### src/rtl/key_schedule_seq.sv
// key_schedule_seq
// Sequential AES-128 key schedule. One round key is produced per clock by a
// single expansion step built around one SubWord (4 S-box lookups). All
// round keys rk[0..NR] are held in a register file that is read through a
// random-access port in forward or reverse (decrypt) order. Each key is also
// streamed out on rk_out_o as it is produced.
//
// Ports:
//   clk_i           clock, rising edge
//   rst_ni          asynchronous active-low reset
//   start_i         single-cycle expansion request (ignored while busy)
//   key_i[127:0]    cipher key, sampled on the start edge
//   busy_o          expansion in progress
//   done_o          one-cycle pulse when rk[NR] is written
//   key_valid_o     register file holds a complete schedule
//   rd_idx_i[3:0]   round-key read index
//   rd_rev_i        1: read rk[NR-rd_idx], 0: read rk[rd_idx]
//   rd_key_o[127:0] selected round key (0 when invalid or out of range)
//   rk_out_o[127:0] round key just produced
//   rk_out_valid_o  rk_out_o qualifier, one cycle per key
//   rk_out_idx_o    index of rk_out_o
module key_schedule_seq #(
    parameter int unsigned NR        = 10,
    parameter logic [7:0]  RCON_INIT = 8'h01
) (
    input  logic         clk_i,
    input  logic         rst_ni,
    input  logic         start_i,
    input  logic [127:0] key_i,
    output logic         busy_o,
    output logic         done_o,
    output logic         key_valid_o,
    input  logic [3:0]   rd_idx_i,
    input  logic         rd_rev_i,
    output logic [127:0] rd_key_o,
    output logic [127:0] rk_out_o,
    output logic         rk_out_valid_o,
    output logic [3:0]   rk_out_idx_o
);

    localparam logic [3:0] NR_L = 4'(NR);

    localparam logic [7:0] SBOX [256] = '{
        8'h63, 8'h7c, 8'h77, 8'h7b, 8'hf2, 8'h6b, 8'h6f, 8'hc5, 8'h30, 8'h01, 8'h67, 8'h2b, 8'hfe, 8'hd7, 8'hab, 8'h76,
        8'hca, 8'h82, 8'hc9, 8'h7d, 8'hfa, 8'h59, 8'h47, 8'hf0, 8'had, 8'hd4, 8'ha2, 8'haf, 8'h9c, 8'ha4, 8'h72, 8'hc0,
        8'hb7, 8'hfd, 8'h93, 8'h26, 8'h36, 8'h3f, 8'hf7, 8'hcc, 8'h34, 8'ha5, 8'he5, 8'hf1, 8'h71, 8'hd8, 8'h31, 8'h15,
        8'h04, 8'hc7, 8'h23, 8'hc3, 8'h18, 8'h96, 8'h05, 8'h9a, 8'h07, 8'h12, 8'h80, 8'he2, 8'heb, 8'h27, 8'hb2, 8'h75,
        8'h09, 8'h83, 8'h2c, 8'h1a, 8'h1b, 8'h6e, 8'h5a, 8'ha0, 8'h52, 8'h3b, 8'hd6, 8'hb3, 8'h29, 8'he3, 8'h2f, 8'h84,
        8'h53, 8'hd1, 8'h00, 8'hed, 8'h20, 8'hfc, 8'hb1, 8'h5b, 8'h6a, 8'hcb, 8'hbe, 8'h39, 8'h4a, 8'h4c, 8'h58, 8'hcf,
        8'hd0, 8'hef, 8'haa, 8'hfb, 8'h43, 8'h4d, 8'h33, 8'h85, 8'h45, 8'hf9, 8'h02, 8'h7f, 8'h50, 8'h3c, 8'h9f, 8'ha8,
        8'h51, 8'ha3, 8'h40, 8'h8f, 8'h92, 8'h9d, 8'h38, 8'hf5, 8'hbc, 8'hb6, 8'hda, 8'h21, 8'h10, 8'hff, 8'hf3, 8'hd2,
        8'hcd, 8'h0c, 8'h13, 8'hec, 8'h5f, 8'h97, 8'h44, 8'h17, 8'hc4, 8'ha7, 8'h7e, 8'h3d, 8'h64, 8'h5d, 8'h19, 8'h73,
        8'h60, 8'h81, 8'h4f, 8'hdc, 8'h22, 8'h2a, 8'h90, 8'h88, 8'h46, 8'hee, 8'hb8, 8'h14, 8'hde, 8'h5e, 8'h0b, 8'hdb,
        8'he0, 8'h32, 8'h3a, 8'h0a, 8'h49, 8'h06, 8'h24, 8'h5c, 8'hc2, 8'hd3, 8'hac, 8'h62, 8'h91, 8'h95, 8'he4, 8'h79,
        8'he7, 8'hc8, 8'h37, 8'h6d, 8'h8d, 8'hd5, 8'h4e, 8'ha9, 8'h6c, 8'h56, 8'hf4, 8'hea, 8'h65, 8'h7a, 8'hae, 8'h08,
        8'hba, 8'h78, 8'h25, 8'h2e, 8'h1c, 8'ha6, 8'hb4, 8'hc6, 8'he8, 8'hdd, 8'h74, 8'h1f, 8'h4b, 8'hbd, 8'h8b, 8'h8a,
        8'h70, 8'h3e, 8'hb5, 8'h66, 8'h48, 8'h03, 8'hf6, 8'h0e, 8'h61, 8'h35, 8'h57, 8'hb9, 8'h86, 8'hc1, 8'h1d, 8'h9e,
        8'he1, 8'hf8, 8'h98, 8'h11, 8'h69, 8'hd9, 8'h8e, 8'h94, 8'h9b, 8'h1e, 8'h87, 8'he9, 8'hce, 8'h55, 8'h28, 8'hdf,
        8'h8c, 8'ha1, 8'h89, 8'h0d, 8'hbf, 8'he6, 8'h42, 8'h68, 8'h41, 8'h99, 8'h2d, 8'h0f, 8'hb0, 8'h54, 8'hbb, 8'h16
    };

    typedef enum logic {
        IDLE,
        EXPAND
    } state_t;

    function automatic logic [31:0] sub_word(input logic [31:0] w);
        return {SBOX[w[31:24]], SBOX[w[23:16]], SBOX[w[15:8]], SBOX[w[7:0]]};
    endfunction

    state_t        state_q;
    logic [3:0]    ctr_q;
    logic [7:0]    rcon_q;
    logic [127:0]  rk_q [0:NR];
    logic          busy_q;
    logic          done_q;
    logic          key_valid_q;
    logic [127:0]  rk_out_q;
    logic          rk_out_valid_q;
    logic [3:0]    rk_out_idx_q;

    logic [7:0]    rcon_d;
    logic [127:0]  exp_key_d;

    // rk_out_q always holds rk[ctr-1] during EXPAND, so it doubles as the
    // expansion source and no register-file read mux is needed here.
    always_comb begin
        logic [31:0] w0, w1, w2, w3, w4, w5, w6, w7, t;
        w0 = rk_out_q[127:96];
        w1 = rk_out_q[95:64];
        w2 = rk_out_q[63:32];
        w3 = rk_out_q[31:0];
        t  = sub_word({w3[23:0], w3[31:24]}) ^ {rcon_q, 24'h0};
        w4 = w0 ^ t;
        w5 = w1 ^ w4;
        w6 = w2 ^ w5;
        w7 = w3 ^ w6;
        exp_key_d = {w4, w5, w6, w7};
        rcon_d    = {rcon_q[6:0], 1'b0} ^ (rcon_q[7] ? 8'h1b : 8'h00);
    end

    always_ff @(posedge clk_i or negedge rst_ni) begin
        if (!rst_ni) begin
            state_q        <= IDLE;
            ctr_q          <= '0;
            rcon_q         <= RCON_INIT;
            busy_q         <= 1'b0;
            done_q         <= 1'b0;
            key_valid_q    <= 1'b0;
            rk_out_q       <= '0;
            rk_out_valid_q <= 1'b0;
            rk_out_idx_q   <= '0;
            for (int i = 0; i <= NR; i++) begin
                rk_q[i] <= '0;
            end
        end else begin
            done_q         <= 1'b0;
            rk_out_valid_q <= 1'b0;
            case (state_q)
                IDLE: begin
                    if (start_i) begin
                        rk_q[0]        <= key_i;
                        ctr_q          <= 4'd1;
                        rcon_q         <= RCON_INIT;
                        key_valid_q    <= 1'b0;
                        busy_q         <= 1'b1;
                        rk_out_q       <= key_i;
                        rk_out_idx_q   <= 4'd0;
                        rk_out_valid_q <= 1'b1;
                        state_q        <= EXPAND;
                    end
                end
                EXPAND: begin
                    for (int i = 1; i <= NR; i++) begin
                        if (ctr_q == 4'(i)) begin
                            rk_q[i] <= exp_key_d;
                        end
                    end
                    rk_out_q       <= exp_key_d;
                    rk_out_idx_q   <= ctr_q;
                    rk_out_valid_q <= 1'b1;
                    rcon_q         <= rcon_d;
                    ctr_q          <= ctr_q + 4'd1;
                    if (ctr_q == NR_L) begin
                        done_q      <= 1'b1;
                        busy_q      <= 1'b0;
                        key_valid_q <= 1'b1;
                        ctr_q       <= '0;
                        state_q     <= IDLE;
                    end
                end
                default: state_q <= IDLE;
            endcase
        end
    end

    // key_valid is low for the whole expansion, which keeps partially
    // rewritten schedules off the read port.
    always_comb begin
        logic [3:0] eff_idx;
        eff_idx  = rd_rev_i ? (NR_L - rd_idx_i) : rd_idx_i;
        rd_key_o = '0;
        if (key_valid_q && (rd_idx_i <= NR_L)) begin
            for (int i = 0; i <= NR; i++) begin
                if (eff_idx == 4'(i)) begin
                    rd_key_o = rk_q[i];
                end
            end
        end
    end

    assign busy_o         = busy_q;
    assign done_o         = done_q;
    assign key_valid_o    = key_valid_q;
    assign rk_out_o       = rk_out_q;
    assign rk_out_valid_o = rk_out_valid_q;
    assign rk_out_idx_o   = rk_out_idx_q;

endmodule

### config.mk
export PLATFORM = sky130hd
export DESIGN_NAME = key_schedule_seq
export DESIGN_NICKNAME = d
export VERILOG_FILES = /design/src/rtl/key_schedule_seq.sv
export SDC_FILE = /design/constraint.sdc
export NUM_CORES = 2
export LEC_CHECK = 0
export CORE_ASPECT_RATIO = 1.2
export CORE_MARGIN = 2
export CORE_UTILIZATION = 65
export DETAILED_ROUTE_END_ITERATION = 8
export DONT_BUFFER_PORTS = 1
export PLACE_DENSITY = 0.81
export SYNTH_ARGS = -nofsm -noshare
export SYNTH_HDL_FRONTEND = slang
export SYNTH_SLANG_ARGS = --single-unit
### constraint.sdc
create_clock -name clk_i -period 5.4 [get_ports clk_i]
set_input_delay 0.54 -clock clk_i [delete_from_list [all_inputs] [get_ports clk_i]]
set_output_delay 0.54 -clock clk_i [all_outputs]
set_load 0.005 [all_outputs]
# == Yosys cells after proc, flatten, opt, wreduce, memory -nomap -nowiden ==
# Memory sizes are Yosys's and may differ from the RTL's.
# Index checks and enable logic that the tools add are counted.
# totals
inputBits,136
rom_bits,8192
wordCells,121
reg_bits,1557
n_memories,4
output_inout_bits,264
# memory_table
memory,depth,width,rd,rd_clocked_by_memory_dff,write_ports,line_no,text
(no name shown),256,8,1,0,0,68,"return {SBOX[w[31:24]], SBOX[w[23:16]], SBOX[w[15:8]], SBOX[w[7:0]]};"
(no name shown),256,8,1,0,0,68,
(no name shown),256,8,1,0,0,68,
(no name shown),256,8,1,0,0,68,
# op_classes
n_reduce_logical,14
order_cmp,5
n_bitwise,11
eq_ne,22
n_mux,43
addsub,2
# op_table
cell,count
2-to-1 mux 128 bit,13
one-hot mux 128 bit (2 select lines),1
bitwise XOR 32 bit,5
2-to-1 mux 8 bit,9
greater-or-equal comparator 9 bit (second input constant),4
inverter 8 -> 9 bit,4
== test 4 x 3 -> 1 bit (second input constant),8
== test 4 bit (second input constant),6
AND reduction 2 bit,12
== test 4 x 2 -> 1 bit (second input constant),4
2-to-1 mux 4 bit,4
one-hot mux 4 bit (2 select lines),2
one-hot mux 8 bit (2 select lines),1
== test 4 x 1 -> 1 bit (second input constant),2
2-to-1 mux 1 bit,8
one-hot mux 1 bit (2 select lines),4
bitwise XOR 8 x 5 -> 8 bit,1
2-to-1 mux 5 bit,1
adder 4 x 1 -> 4 bit (second input constant),1
less-or-equal comparator 4 bit (second input constant),1
logical NOT 4 bit,1
subtractor 4 bit (first input constant),1
!= test 2 x 1 -> 1 bit (second input constant),1
!= test 2 bit (second input constant),1
other kinds (2),2

# == Depth between registers and ports, before layout ==
# depth
ltp_word,15
ltp_mapped,17
ltp_nobuf,11

# == Worst setup path after synthesis ==
# Ideal clock, no wire load.
# synth_path
path_type,flip-flop to flip-flop
startpoint,"register rk_out_q[25], in the netlist rk_out_o[25]"
endpoint,register rk_q[1158] (netlist bit)
arrival_time_ps,4026
setup_slack_ps,1307
path_stages_with_launch,15
period_less_slack_ps,4093
n_path_buf,3
setup_ps,67
required_ps,5333
path_cell_list,dfrtp_1 -> clkbuf_1 -> clkinv_1 -> ha_1 -> clkbuf_1 -> nor2_1 -> nor3_1 -> or3b_1 -> a311o_1 -> a32oi_1 -> xnor3_1 -> xnor2_1 -> clkbuf_1 -> nand2_1 -> nand2_1
# synth_between
elab_chain_len,9
# synth_rtl
item,line_no,text
start: declaration,78,logic [127:0] rk_out_q;
start signal: assignment,127,rk_out_q <= key_i;
start signal: assignment,139,rk_out_q <= exp_key_d;
inverter 8 -> 9 bit (implied by the code),68,
memory (256 x 8 bit),n/a,
2-to-1 mux 8 bit (implied by the code) (2 in series),68,
bitwise XOR 32 bit,93,"t = sub_word({w3[23:0], w3[31:24]}) ^ {rcon_q, 24'h0};"
bitwise XOR 32 bit,94,w4 = w0 ^ t;
bitwise XOR 32 bit,95,w5 = w1 ^ w4;
bitwise XOR 32 bit,96,w6 = w2 ^ w5;
bitwise XOR 32 bit,97,w7 = w3 ^ w6;
end signal: indexed assignment,136,rk_q[i] <= exp_key_d;
end: declaration,74,logic [127:0] rk_q [0:NR];
# Every way passes these cells. The select of a mux whose other input is x is not followed.
# A chain may end at the register's enable or synchronous reset.

# == Final worst setup path ==
# layout_path
startpoint,"register rk_out_q[10], in the netlist rk_out_o[10]"
endpoint,register rk_q[785] (netlist bit)
# Same word-level chain as after synthesis.

==> results.toml <==
[status]
run_status = "finished, violations left"
violations = "design-rule violations"

[grt]
grt_pass1_vias = 77500
antenna_found_initial = 59
grt_use_total = 0.538
grt_pass1_wl_mm = 517
grt_overflow = 0
largest_net_degree_at_the_start_of_global_routing = 219

[worst_setup_path]
worst_ep_arrival_time_ns = 6.03
worst_path_fanout_max = 44
crit_path_end_kind = "register"
critPathLaunchType = "register"
criticalPathCategory = "reg2reg"
worst-endpoint-required_ns = 6.06

[drt]
detail_route.drc_violations = 26
wirelength_routed_mm = 356
wl_per_cell_um = 33.0
dr.pass1.iters = 9
first_iter_violations = 14200
vias = 81000
vias_per_cell = 7.50
ant_nets = 0

[floorplanning]
starting_utilization_of_the_core_area = 0.655
boundaryPins = 400
fp.dieArea_mm2 = 0.130
placementRows = 143
chipHeight_um = 395
die_w_um = 330
placeableCoreArea_mm2 = 0.126

[timing]
final_min_period_over_clock_period = 0.995
grt_setup_unrepaired = "false"
worst_clock_skew_ns = 0.0407
timing_max_transition_violations_final = 0
worst_slew_pin_slew_ns = 1.34
post-route-min-period_ns = 5.37
final-setup-viol-count = 0
max_freq_mhz = 186
timing.setup.tns_ns = 0
relSlewSlack = 0.107
timing_hold_violations_final = 0

[logic_synthesis]
synthesis.nets = 9495
synth-async-reset-ratio = 1.00
ys.warnings.count = 0
synth.ff_latch_count = 1557
synth-seq-area-share = 0.470
distinct_cell_type_count_after_synthesis = 92
syn-mean-instance-area_um2 = 8.91
synth_edf_count = 0
synth_flop_type = "sky130_fd_sc_hd__dfrtp_1"
post_synth_instance_area_mm2 = 0.0829
post_synth_inst_count = 9297

[final_layout]
synthToLayoutAreaGrowth_pct = 10.3
fill_cells = 9166
final_cell_mix = "sky130_fd_sc_hd__nand2_1, sky130_fd_sc_hd__o21ai_0, sky130_fd_sc_hd__dfrtp_1, sky130_fd_sc_hd__nor2_1, sky130_fd_sc_hd__a21oi_1"
finish.instance_area_mm2 = 0.0914
layout_commonest_cell = "sky130_fd_sc_hd__nand2_1"
finalNetCount = 9169
ratio_of_cells_with_drive_above_1_in_the_final_layout = 0.104

[placed_design]
place_congestion = 1.08
place.port_buffers = 0
postPlaceCellArea_mm2 = 0.0849
dp_hpwl_mm = 222

[clock_tree]
worst_setup_hold_path_clk_slew_ns = 0.07
cts_inserted_buffers = 146
cts_setup_buffers = 0
tritoncts = "yes"
htree_levels = 4
maximum_number_of_buffers_from_clock_root_to_sink = 3
clkLatencyLatePin_ns = 0.82
clock-sinks = 1557
post_cts_gate_resize_count = 0
holdBufCountCts = 133
cts_root_buffer = "sky130_fd_sc_hd__clkbuf_16"

[job]
max-cap-violations = 0

[worst_hold_path]
hold_path_class = "in2reg"
## sequential cells by signal, summed over array words and instances, names as in the netlist
register        flops
rcon_q              8
rk_out_idx_o        4
rk_q             1408
rk_out_o          128
done_o              1
rk_out_valid_o      1
ctr_q               4
key_valid_o         1
state_q             1
busy_o              1
## per-stage QoR
| step | worst slack [ns] | hold slack, ns | cells | util |
|---|---|---|---|---|
| after floorplan | 1.31 | 0.244 | 9297 | - |
| after global placement | 0.366 | 0.455 | 10400 | 0.671 |
| after global routing | 0.0262 | 0.00722 | 10800 | 0.722 |
| after CTS | 0.335 | 0.00147 | 10800 | 0.722 |
| final | 0.0290 | 0.0288 | 10800 | 0.723 |
| after detailed placement | 0.346 | 0.464 | 10400 | 0.671 |
## synthesized netlist by cell type (36+ instances only)
cell type                  number  share of area
sky130_fd_sc_hd__a211oi_1     151          0.014
sky130_fd_sc_hd__a21oi_1      354          0.021
sky130_fd_sc_hd__a221o_1      209          0.025
sky130_fd_sc_hd__a221oi_1     296          0.031
sky130_fd_sc_hd__a22oi_1       37         0.0034
sky130_fd_sc_hd__a31oi_1       51         0.0038
sky130_fd_sc_hd__and2_1        36         0.0027
sky130_fd_sc_hd__buf_1         46         0.0021
sky130_fd_sc_hd__buf_2        126         0.0076
sky130_fd_sc_hd__clkbuf_1     815          0.037
sky130_fd_sc_hd__dfrtp_1     1556           0.47
sky130_fd_sc_hd__ha_1          62         0.0094
sky130_fd_sc_hd__inv_1         42         0.0019
sky130_fd_sc_hd__mux2_2       143          0.019
sky130_fd_sc_hd__mux2i_1       52         0.0063
sky130_fd_sc_hd__mux4_2        69          0.019
sky130_fd_sc_hd__nand2_1     1671          0.076
sky130_fd_sc_hd__nand2b_1      83         0.0063
sky130_fd_sc_hd__nand3_1       53         0.0032
sky130_fd_sc_hd__nor2_1       464          0.021
sky130_fd_sc_hd__nor2b_1      175          0.013
sky130_fd_sc_hd__nor3_1       242          0.015
sky130_fd_sc_hd__o211ai_1     104         0.0094
sky130_fd_sc_hd__o21ai_0     1555          0.094
sky130_fd_sc_hd__o21ai_1       62         0.0037
sky130_fd_sc_hd__o22ai_1      121         0.0091
sky130_fd_sc_hd__o311ai_0      43         0.0045
sky130_fd_sc_hd__xnor2_1      104          0.011
sky130_fd_sc_hd__xor2_1        64         0.0068
## routing by layer
layer  wire length (um)  track usage  up-vias
li1                   -            -    32800
met1             115000        0.624    38900
met2             146000        0.748     7164
met3              58700        0.266     2101
met4              35000        0.427       48
met5                756       0.0259        -
## cell type report
class | instances | area [um2] | area share
Antenna cell | 47 | 118 | 0.00129
Clock buffer | 217 | 4310 | 0.0471
Clock inverter | 44 | 731 | 0.00799
Inverter | 57 | 214 | 0.00234
Multi-Input combinational cell | 6675 | 39900 | 0.436
Sequential cell | 1557 | 39000 | 0.427
Tap cell | 1667 | 2090 | 0.0228
Timing Repair Buffer | 534 | 5090 | 0.0557
## cells by family (layout without fill, tap and decap cells)
kind of cell,after synthesis,after routing,share of synthesized area
adder cells (fa/ha/maj),62,62,0.00936
multiplexers,264,264,0.0445
XOR/XNOR,194,194,0.0240
flip-flops,1557,1557,0.470
AO/OA/AOI/OAI,3288,3288,0.252
AND/OR/NAND/NOR,2867,2867,0.149
other,0,47,0
buffers and inverters,1065,852,0.0512
## worst max-delay path, stage by stage (launching register included)
cell                      delay (ns)
sky130_fd_sc_hd__dfrtp_2        0.92
sky130_fd_sc_hd__buf_4          0.50
sky130_fd_sc_hd__nor2b_1        0.15
sky130_fd_sc_hd__o21ai_0        0.34
sky130_fd_sc_hd__o21ai_0        0.18
sky130_fd_sc_hd__mux4_2         0.52
sky130_fd_sc_hd__mux4_2         0.69
sky130_fd_sc_hd__xnor2_2        0.27
sky130_fd_sc_hd__xor2_2         1.01
sky130_fd_sc_hd__xnor2_1        0.20
sky130_fd_sc_hd__buf_4          0.24
sky130_fd_sc_hd__o21ai_0        0.13
## final timing paths
kind / startpoint / end / slack, ns / cells after the start
max in group asynchronous: rst_ni / rk_q[165] / 3.37 / 4
setup / recovery: rk_out_o[10] / rk_q[785] / 0.03 / 11
hold reg to reg: rk_q[71] / rk_q[71] / 0.47 / 2
setup reg to reg: rk_out_o[10] / rk_q[785] / 0.03 / 11
min in group asynchronous: rst_ni / rk_q[483] / 0.33 / 2
hold / removal: key_i[28] / rk_out_o[28] / 0.03 / 3
Power is not shown: default switching activity piles up to over one toggle a cycle in this logic, so the estimate is an artifact.
